[src/rtl/branch_resolve_queue.sv]
// In-order queue of predicted branches; each resolution drives the bimodal PHT update port one cycle later.
// Optional statistics counters are enabled with the BRANCH_RESOLVE_STATS_EN macro.
module branch_resolve_queue #(
   parameter int DEPTH     = 8,
   parameter int CNT_NBITS = 32
) (
   input  logic                 clk,
   input  logic                 reset,
   input  logic                 pred_val,
   output logic                 pred_rdy,
   input  logic [31:0]          pred_pc,
   input  logic                 pred_taken,
   input  logic                 resolve_val,
   output logic                 resolve_rdy,
   input  logic                 resolve_taken,
   input  logic                 flush,
   output logic                 update_en,
   output logic                 update_val,
   output logic [31:0]          update_pc,
   output logic                 mispredict,
   output logic [CNT_NBITS-1:0] count_branches,
   output logic [CNT_NBITS-1:0] count_mispred
);

   localparam int AW = $clog2(DEPTH);
   localparam logic [AW:0] PTR_ONE = (AW+1)'(1);

   typedef struct packed {
      logic [31:0] pc;
      logic        taken;
   } entry_t;

   entry_t      mem [DEPTH];
   entry_t      head_ent;
   logic [AW:0] head, tail;
   logic        empty, full;
   logic        enq, deq, mis_d;
   logic [1:0]  vld_pipe;

   assign empty = (head == tail);
   assign full  = (head[AW-1:0] == tail[AW-1:0]) && (head[AW] != tail[AW]);

   // The predictor's single PC port is busy for its read-modify-write while update_en is high.
   assign pred_rdy    = !full && !update_en;
   assign resolve_rdy = !empty;

   assign enq      = pred_val && pred_rdy && !flush;
   assign deq      = resolve_val && resolve_rdy;
   assign head_ent = mem[head[AW-1:0]];
   assign mis_d    = deq && (resolve_taken != head_ent.taken);

   assign vld_pipe[0] = deq;
   assign update_en   = vld_pipe[1];

   always_ff @(posedge clk) begin
      if (enq) mem[tail[AW-1:0]] <= '{pc: pred_pc, taken: pred_taken};
   end

   always_ff @(posedge clk or negedge reset) begin
      if (!reset) begin
         head <= '0;
         tail <= '0;
      end else if (flush) begin
         head <= '0;
         tail <= '0;
      end else begin
         if (enq) tail <= tail + PTR_ONE;
         if (deq) head <= head + PTR_ONE;
      end
   end

   // Outputs are zeroed when idle so the predictor port never sees stale data.
   always_ff @(posedge clk or negedge reset) begin
      if (!reset) begin
         vld_pipe[1] <= 1'b0;
         update_val  <= 1'b0;
         update_pc   <= '0;
         mispredict  <= 1'b0;
      end else begin
         vld_pipe[1] <= vld_pipe[0];
         update_val  <= deq && resolve_taken;
         update_pc   <= deq ? head_ent.pc : 32'h0;
         mispredict  <= mis_d;
      end
   end

`ifdef BRANCH_RESOLVE_STATS_EN
   logic [CNT_NBITS-1:0] cnt_br, cnt_mis;

   always_ff @(posedge clk or negedge reset) begin
      if (!reset) begin
         cnt_br  <= '0;
         cnt_mis <= '0;
      end else begin
         if (deq && !(&cnt_br))    cnt_br  <= cnt_br + CNT_NBITS'(1);
         if (mis_d && !(&cnt_mis)) cnt_mis <= cnt_mis + CNT_NBITS'(1);
      end
   end

   assign count_branches = cnt_br;
   assign count_mispred  = cnt_mis;
`else
   assign count_branches = '0;
   assign count_mispred  = '0;
`endif

endmodule
[config.mk]
export PLATFORM = sky130hd
export DESIGN_NAME = branch_resolve_queue
export DESIGN_NICKNAME = d
export VERILOG_FILES = /design/src/rtl/branch_resolve_queue.sv
export SDC_FILE = /design/constraint.sdc
export NUM_CORES = 1
export LEC_CHECK = 0
export CAP_MARGIN = 10
export CORE_ASPECT_RATIO = 0.75
export CORE_MARGIN = 1.5
export CORE_UTILIZATION = 32
export CTS_CLUSTER_SIZE = 12
export DETAILED_ROUTE_END_ITERATION = 8
export HOLD_SLACK_MARGIN = 0.15
export PLACE_DENSITY = 0.62
export SYNTH_ARGS = -nofsm -noshare
export SYNTH_HDL_FRONTEND = slang
export SYNTH_SLANG_ARGS = --single-unit
[constraint.sdc]
create_clock -name clk -period 4.3 [get_ports clk]
set_clock_uncertainty 0.2 [all_clocks]
set_input_delay 1.075 -clock clk [delete_from_list [all_inputs] [get_ports clk]]
set_output_delay 1.075 -clock clk [all_outputs]
set_load 0.02 [all_outputs]
* Word level (Yosys, flattened, before mapping)
Memory sizes are Yosys's and may differ from the RTL's. Cells that the tools add are included. Widths: inputs -> output; s select.
Operators by class: add/sub/neg operators 2, equal/unequal tests 4, muxes and demuxes 7, reductions and logical operators 13
Operator list (number):
- $mux 32 | 1
- $mux 4 | 4
- $add 4x1->4 const B | 2
- $logic_and 1x1->1 | 7
- $eq 4x4->1 | 1
- $logic_not 1->1 | 4
- $reduce_bool 2->1 | 2
- $eq 3x3->1 | 1
- $mux 1 | 2
- $ne 1x1->1 | 2
Word-level totals: flip-flop bits (word level) 43, RAM bits 264, input port bits 39, word-level logic and storage cells 33, memories 1
Memories:
- mem | depth 8, bits a word 33, read ports 1, clocked after memory_dff 0, write ports 1, RTL line 33 | entry_t mem [DEPTH];

* Longest topological paths before layout
Gate-level depths: netlist of the first run.
depth in word-level cells 8, mapped depth 6, mapped depth without buffers 4

* Least setup slack after synthesis of the first run
OpenSTA, ideal clock, no wires.
path type input port to flip-flop, start point input port pred_val, end point memory mem[1][0] (netlist name) (enable), setup time 0.464 ns, data arrival time 3.916 ns, data required time 3.636 ns, path slack -0.280 ns, cell stages on the path 4, cells stage by stage nand2b_1 -> a41oi_2 -> nand3b_1 -> nor3_1
Between the ends: word-level cells in the longest chain between the ends 4
Ends and longest elaborated chain:
- from (decl) | RTL line 9 | input logic pred_val,
- $logic_and 1x1->1 (2 in series) | RTL line 47 | assign enq = pred_val && pred_rdy && !flush;
- $mux 1 | RTL line 56 | if (enq) mem[tail[AW-1:0]] <= '{pc: pred_pc, taken: pred_taken};
- $mux 1 (implied by the code) | RTL line 56
- to (decl) | RTL line 33
No other way between the ends.

* Final worst setup path of the first run
start point register head[0], end point output port resolve_rdy
Between the ends: word-level cells in the longest chain between the ends 2
Ends and longest elaborated chain:
- from (decl) | RTL line 35 | logic [AW:0] head, tail;
- from (signal assigned) | RTL line 68 | if (deq) head <= head + PTR_ONE;
- $eq 4x4->1 | RTL line 40 | assign empty = (head == tail);
- $logic_not 1->1 | RTL line 45 | assign resolve_rdy = !empty;
- to (decl) | RTL line 14 | output logic resolve_rdy,
No other way between the ends.

==> results of run 1 <==
[path summary, 6_finish.rpt]
check	depth (start not counted)	slack, ps	startpoint	to
worst min register to register	2	410	head[3]$_DFFE_PN0P_	head[3]$_DFFE_PN0P_
worst max register to register	5	1280	head[0]$_DFFE_PN0P_	mem[4][11]$_DFFE_PP_
max in group asynchronous	2	2800	reset	update_pc[4]$_DFF_PN0_
worst max-delay path	3	510	head[0]$_DFFE_PN0P_	resolve_rdy
worst min-delay path	1	360	reset	mispredict$_DFF_PN0_
min in group clk	2	410	head[3]$_DFFE_PN0P_	head[3]$_DFFE_PN0P_
[routing by layer]
layer  vias to the layer above  wire length, um  GRT usage, %  part of all wire, %
met1                      2776            10400          16.7                   46
met2                       151            10800          19.1                   48
met5                         -               13             0                0.057
li1                       2373                -             -                    -
met3                        29             1110          2.52                  4.9
met4                         2              341          2.79                  1.5
[Yosys cell counts, types with 3 or more instances]
cell type    n  area [um2]
a21oi_1      5        25.0
buf_2        7        35.0
buf_4       66         495
buf_6        7        78.8
clkbuf_8     3        41.3
dfrtp_1     43        1080
edfxtp_1   264        7930
inv_1        5        18.8
mux2i_1     34         340
mux4_1       9         236
mux4_2      57        1280
nand2_1      4        15.0
nand2b_1     3        18.8
nand3_1      4        20.0
nor2_1      42         158
o21ai_0      3        15.0
xnor2_1      4        35.0
xor2_1       3        26.3
[state kept, by name, summed over array words and instances (netlist names)]
| signal | count |
|---|---|
| update_en | 1 |
| head | 4 |
| tail | 4 |
| update_val | 1 |
| mispredict | 1 |
| update_pc | 32 |
| mem | 264 |
[report_power, final]
| part | total, uW | switching (uW) | internal, uW |
|---|---|---|---|
| combinational | 1470 | 757 | 710 |
| sequential | 3550 | 119 | 3430 |
| clock | 2530 | 1070 | 1460 |
[through the flow]
| step | cells | area (um2) |
|---|---|---|
| floorplan | 649 | 12300 |
| global placement | 1154 | 13200 |
| detailed placement | 1154 | 13200 |
| CTS | 1210 | 14100 |
| global route | 1210 | 14100 |
| finish | 1210 | 14100 |
[area by class of cell]
type                            instances  area (um2)
Clock buffer                           52         853
Clock inverter                          4        81.3
Fill cell                            3411       23000
Inverter                                5        18.8
Multi-Input combinational cell        247        2610
Sequential cell                       307        9010
Tap cell                              504         631
Timing Repair Buffer                   91         903
[cell families after synthesis]
logic type | count (synthesis) | synth area share, %
DFF | 307 | 74.7
muxes | 100 | 15.4
buffers and inverters | 95 | 6.21
and+or+nand+nor | 61 | 2.16
AOI/OAI and AO/OA | 13 | 0.747
xor gates and xnor gates | 7 | 0.509
adders and majority gates | 2 | 0.208
other | 1 | 0.0311
==> out/results.ini, run 1 <==
[outcome]
status=complete, no violations

[yosys]
synth_warnings=0
syn_inst=586
synth_area_um2=12100
synth.avg_cell_area_um2=20.6
synth_ff_type=edfxtp_1
synth_cell_types=34
ys_seq_area_share_pct=74.7
synth_edf_count=264
async_flop_share_pct=14.0
ys_ff_latch=307

[clocking]
cts_setup_buffers=0
cts_hold_buf=0
root_buffer=clkbuf_16
cts_resized=0
numCtsBuffers=30
cts_num_sinks=307
cts_htree_levels=1
cts_tree=yes
path_clk_slew_ps=60
clk_path_buf_depth=3
clk_latency_ps=560

[timing]
tightest_slew_ps=995
setup_ws_ps=511
slew_headroom_pct=33.7
fmax_mhz=264
rsz0062_at_grt=false
finalSetupTns_ps=0
finalSetupViolations=0
fin_crit_ps=3790
hold_viol=0
maxSlewViolCount=0
whs_ps=355
fin_crit_sh_pct=88.1

[drt]
num_vias=5331
wl_per_cell_um=18.8
drtPass1Iterations=4
drcViolationCount=0
postRouteAntennaNets=0
first_iter_violations=405
wl_mm=22.7
via_per_inst=4.41

[min_path]
min_path_type=input pin to asynchronous set/reset pin

[setup_path]
slowest_stage=dfrtp_4
required_ps=3020
cp-end-kind=output pin
critPathBufInv=1
crit_fanout=23
worst_path_dominant_cell_family=flip-flops
crit_type=flip-flop to output pin
cp.arrival_ps=2510
cpPeakStageDelay_ps=670
path_cells=xnor2_1 -> nand4_1 -> clkdlybuf4s50_1
start_kind=flip-flop

[grt]
grt_overflow_total=0
grt_pass1_wl_mm=34.2
grt_max_degree=70
grt_pass1_vias=5506
track_usage_pct=12.0
antenna_found_initial=1

[final_layout]
most-common-layout-cells=edfxtp_1 (264), clkdlybuf4s50_1 (74), conb_1 (64), mux4_2 (57), dfrtp_1 (40)
final_net_count=723
final_common_cell=edfxtp_1
area_growth_pct=17.0
diodes=0
final_util_pct=38.0
layout-drive-gt1-share_pct=17.4

[power_and_ir_drop]
p_per_area_nw_per_um2=535
power_uw=7540
leakage_uw=0.00460
vdd_ir_drop_max_mv=0.312

[floorplanning]
die_w_um=227
core_area_um2=37100
initial_core_util_pct=32.5
ios=140
dieArea_um2=38900
fp-row-count=61
die_y_um=171

[placement]
dpl.hpwl_mm=13.4
dpl_worst_slack_ps=664
place_congestion=0.683
port_buffers=75

[flow_run]
drv_cap=0

Power figures use the tool's default switching activity.
==> run 2: changes to the inputs <==
- CORE_ASPECT_RATIO: 0.75 -> 1.5
==> run 2 against run 1 <==
Net effect: combinational power rose by 4%; via count rose by 0.88%; core utilization rose by 0.23 points; sequential power fell by 2%; fmax rose by 5.2%; setup slack improved by 190 ps; clock power barely moved.
==> out/results.ini, run 2 (same netlist as run 1, synthesis figures left out) <==
[outcome]
status=complete, no violations

[clocking]
cts_setup_buffers=0
clk_latency_ps=540
cts_tree=yes
path_clk_slew_ps=60
root_buffer=clkbuf_16
cts_num_sinks=307
numCtsBuffers=30
cts_resized=0
cts_hold_buf=0
clk_path_buf_depth=3
cts_htree_levels=1

[floorplanning]
fp-row-count=86
ios=140
initial_core_util_pct=32.7
die_w_um=161
dieArea_um2=38900
die_y_um=241
core_area_um2=36900

[drt]
via_per_inst=4.49
drcViolationCount=0
postRouteAntennaNets=0
num_vias=5378
wl_per_cell_um=18.6
wl_mm=22.3
drtPass1Iterations=4
first_iter_violations=358

[final_layout]
most-common-layout-cells=edfxtp_1 (264), clkdlybuf4s50_1 (74), conb_1 (64), mux4_2 (57), dfrtp_1 (40)
diodes=0
largest_reg_flops=264
final_net_count=730
area_growth_pct=17.2
final_common_cell=edfxtp_1
instances_no_fill=1197
final_cell_area_um2=14100
layout-drive-gt1-share_pct=18.2
fill_cells=3295
final_util_pct=38.3

[timing]
tightest_slew_ps=830
fin_crit_ps=3600
fmax_mhz=278
slew_headroom_pct=44.7
maxSlewViolCount=0
finalSetupViolations=0
fin_crit_sh_pct=83.8
rsz0062_at_grt=false
hold_viol=0
whs_ps=341
finalSetupTns_ps=0

[setup_path]
rrSetupSlack_ps=1210
crit_fanout=9
start_kind=flip-flop
cp.arrival_ps=2330
cp-end-kind=output pin
required_ps=3020
crit_type=flip-flop to output pin

[flow_run]
drv_cap=0

[power_and_ir_drop]
leakage_uw=0.00464
p_per_area_nw_per_um2=533
vdd_ir_drop_max_mv=0.268

[placement]
place_congestion=0.695
dp.cells=1141
dpl.hpwl_mm=13.4
placed_cell_area_um2=13200
port_buffers=75

[min_path]
min_path_type=input pin to asynchronous set/reset pin

[grt]
grt_pass1_vias=5715
grt_overflow_total=0
grt_pass1_wl_mm=34.1
antenna_found_initial=1
grt_max_degree=41
track_usage_pct=11.7

-- run 2: cell count changes in the layout (fill, tap and decap cells not counted) --
cell       previous run  this run
clkbuf_8              2         3
clkinv_8              1         0
bufinv_16             2         1
clkinv_2              1         0
buf_4                13        22
buf_12                3         1
clkbuf_16            30        32
-- run 2: final timing paths --
kind                                      from                       to  cells past startpoint
hold / removal                           reset  update_pc[19]$_DFF_PN0_                      1
hold reg to reg            head[3]$_DFFE_PN0P_      head[3]$_DFFE_PN0P_                      2
max in group asynchronous                reset  update_pc[25]$_DFF_PN0_                      2
setup reg to reg           head[0]$_DFFE_PN0P_   update_pc[8]$_DFF_PN0_                      5
min in group clk           head[3]$_DFFE_PN0P_      head[3]$_DFFE_PN0P_                      2
setup / recovery           tail[1]$_DFFE_PN0P_              resolve_rdy                      3
-- run 2: metal layers --
layer	vias up	global-route usage (%)	wire (um)
met3	29	2.15	1150
met2	164	22.4	12200
met1	2805	12.8	8450
met5	-	0	13
met4	2	3.87	498
li1	2378	-	-
-- run 2: area by class of cell --
class / instances / area, um2 / area share, %
multi-input combinational: 247 / 2610 / 18.5
timing repair buffer: 98 / 931 / 6.59
inverter: 5 / 18.8 / 0.133
clock inverter: 1 / 30.0 / 0.213
tap: 484 / 606 / 4.29
clock buffer: 55 / 917 / 6.49
sequential: 307 / 9010 / 63.8
-- run 2: report_power, final --
group / switching (uW) / leakage, uW / total, uW / internal (uW)
clock: 1030 / 0.000454 / 2510 / 1480
combinational: 812 / 0.00122 / 1530 / 718
sequential: 62.7 / 0.00296 / 3490 / 3430
-- run 2: per-stage QoR --
step                      setup slack (ps)  total power (uW)
after floorplan                        598              4710
after global placement                 777              5120
after detailed placement               765              5130
after CTS                              667              7640
after global routing                   568              7850
final                                  697              7530
-- run 2: critical path: stages, from the launching register on --
cell and delay, ps:
dfrtp_1 540, xnor2_1 400, nand4_1 240, clkdlybuf4s50_1 600
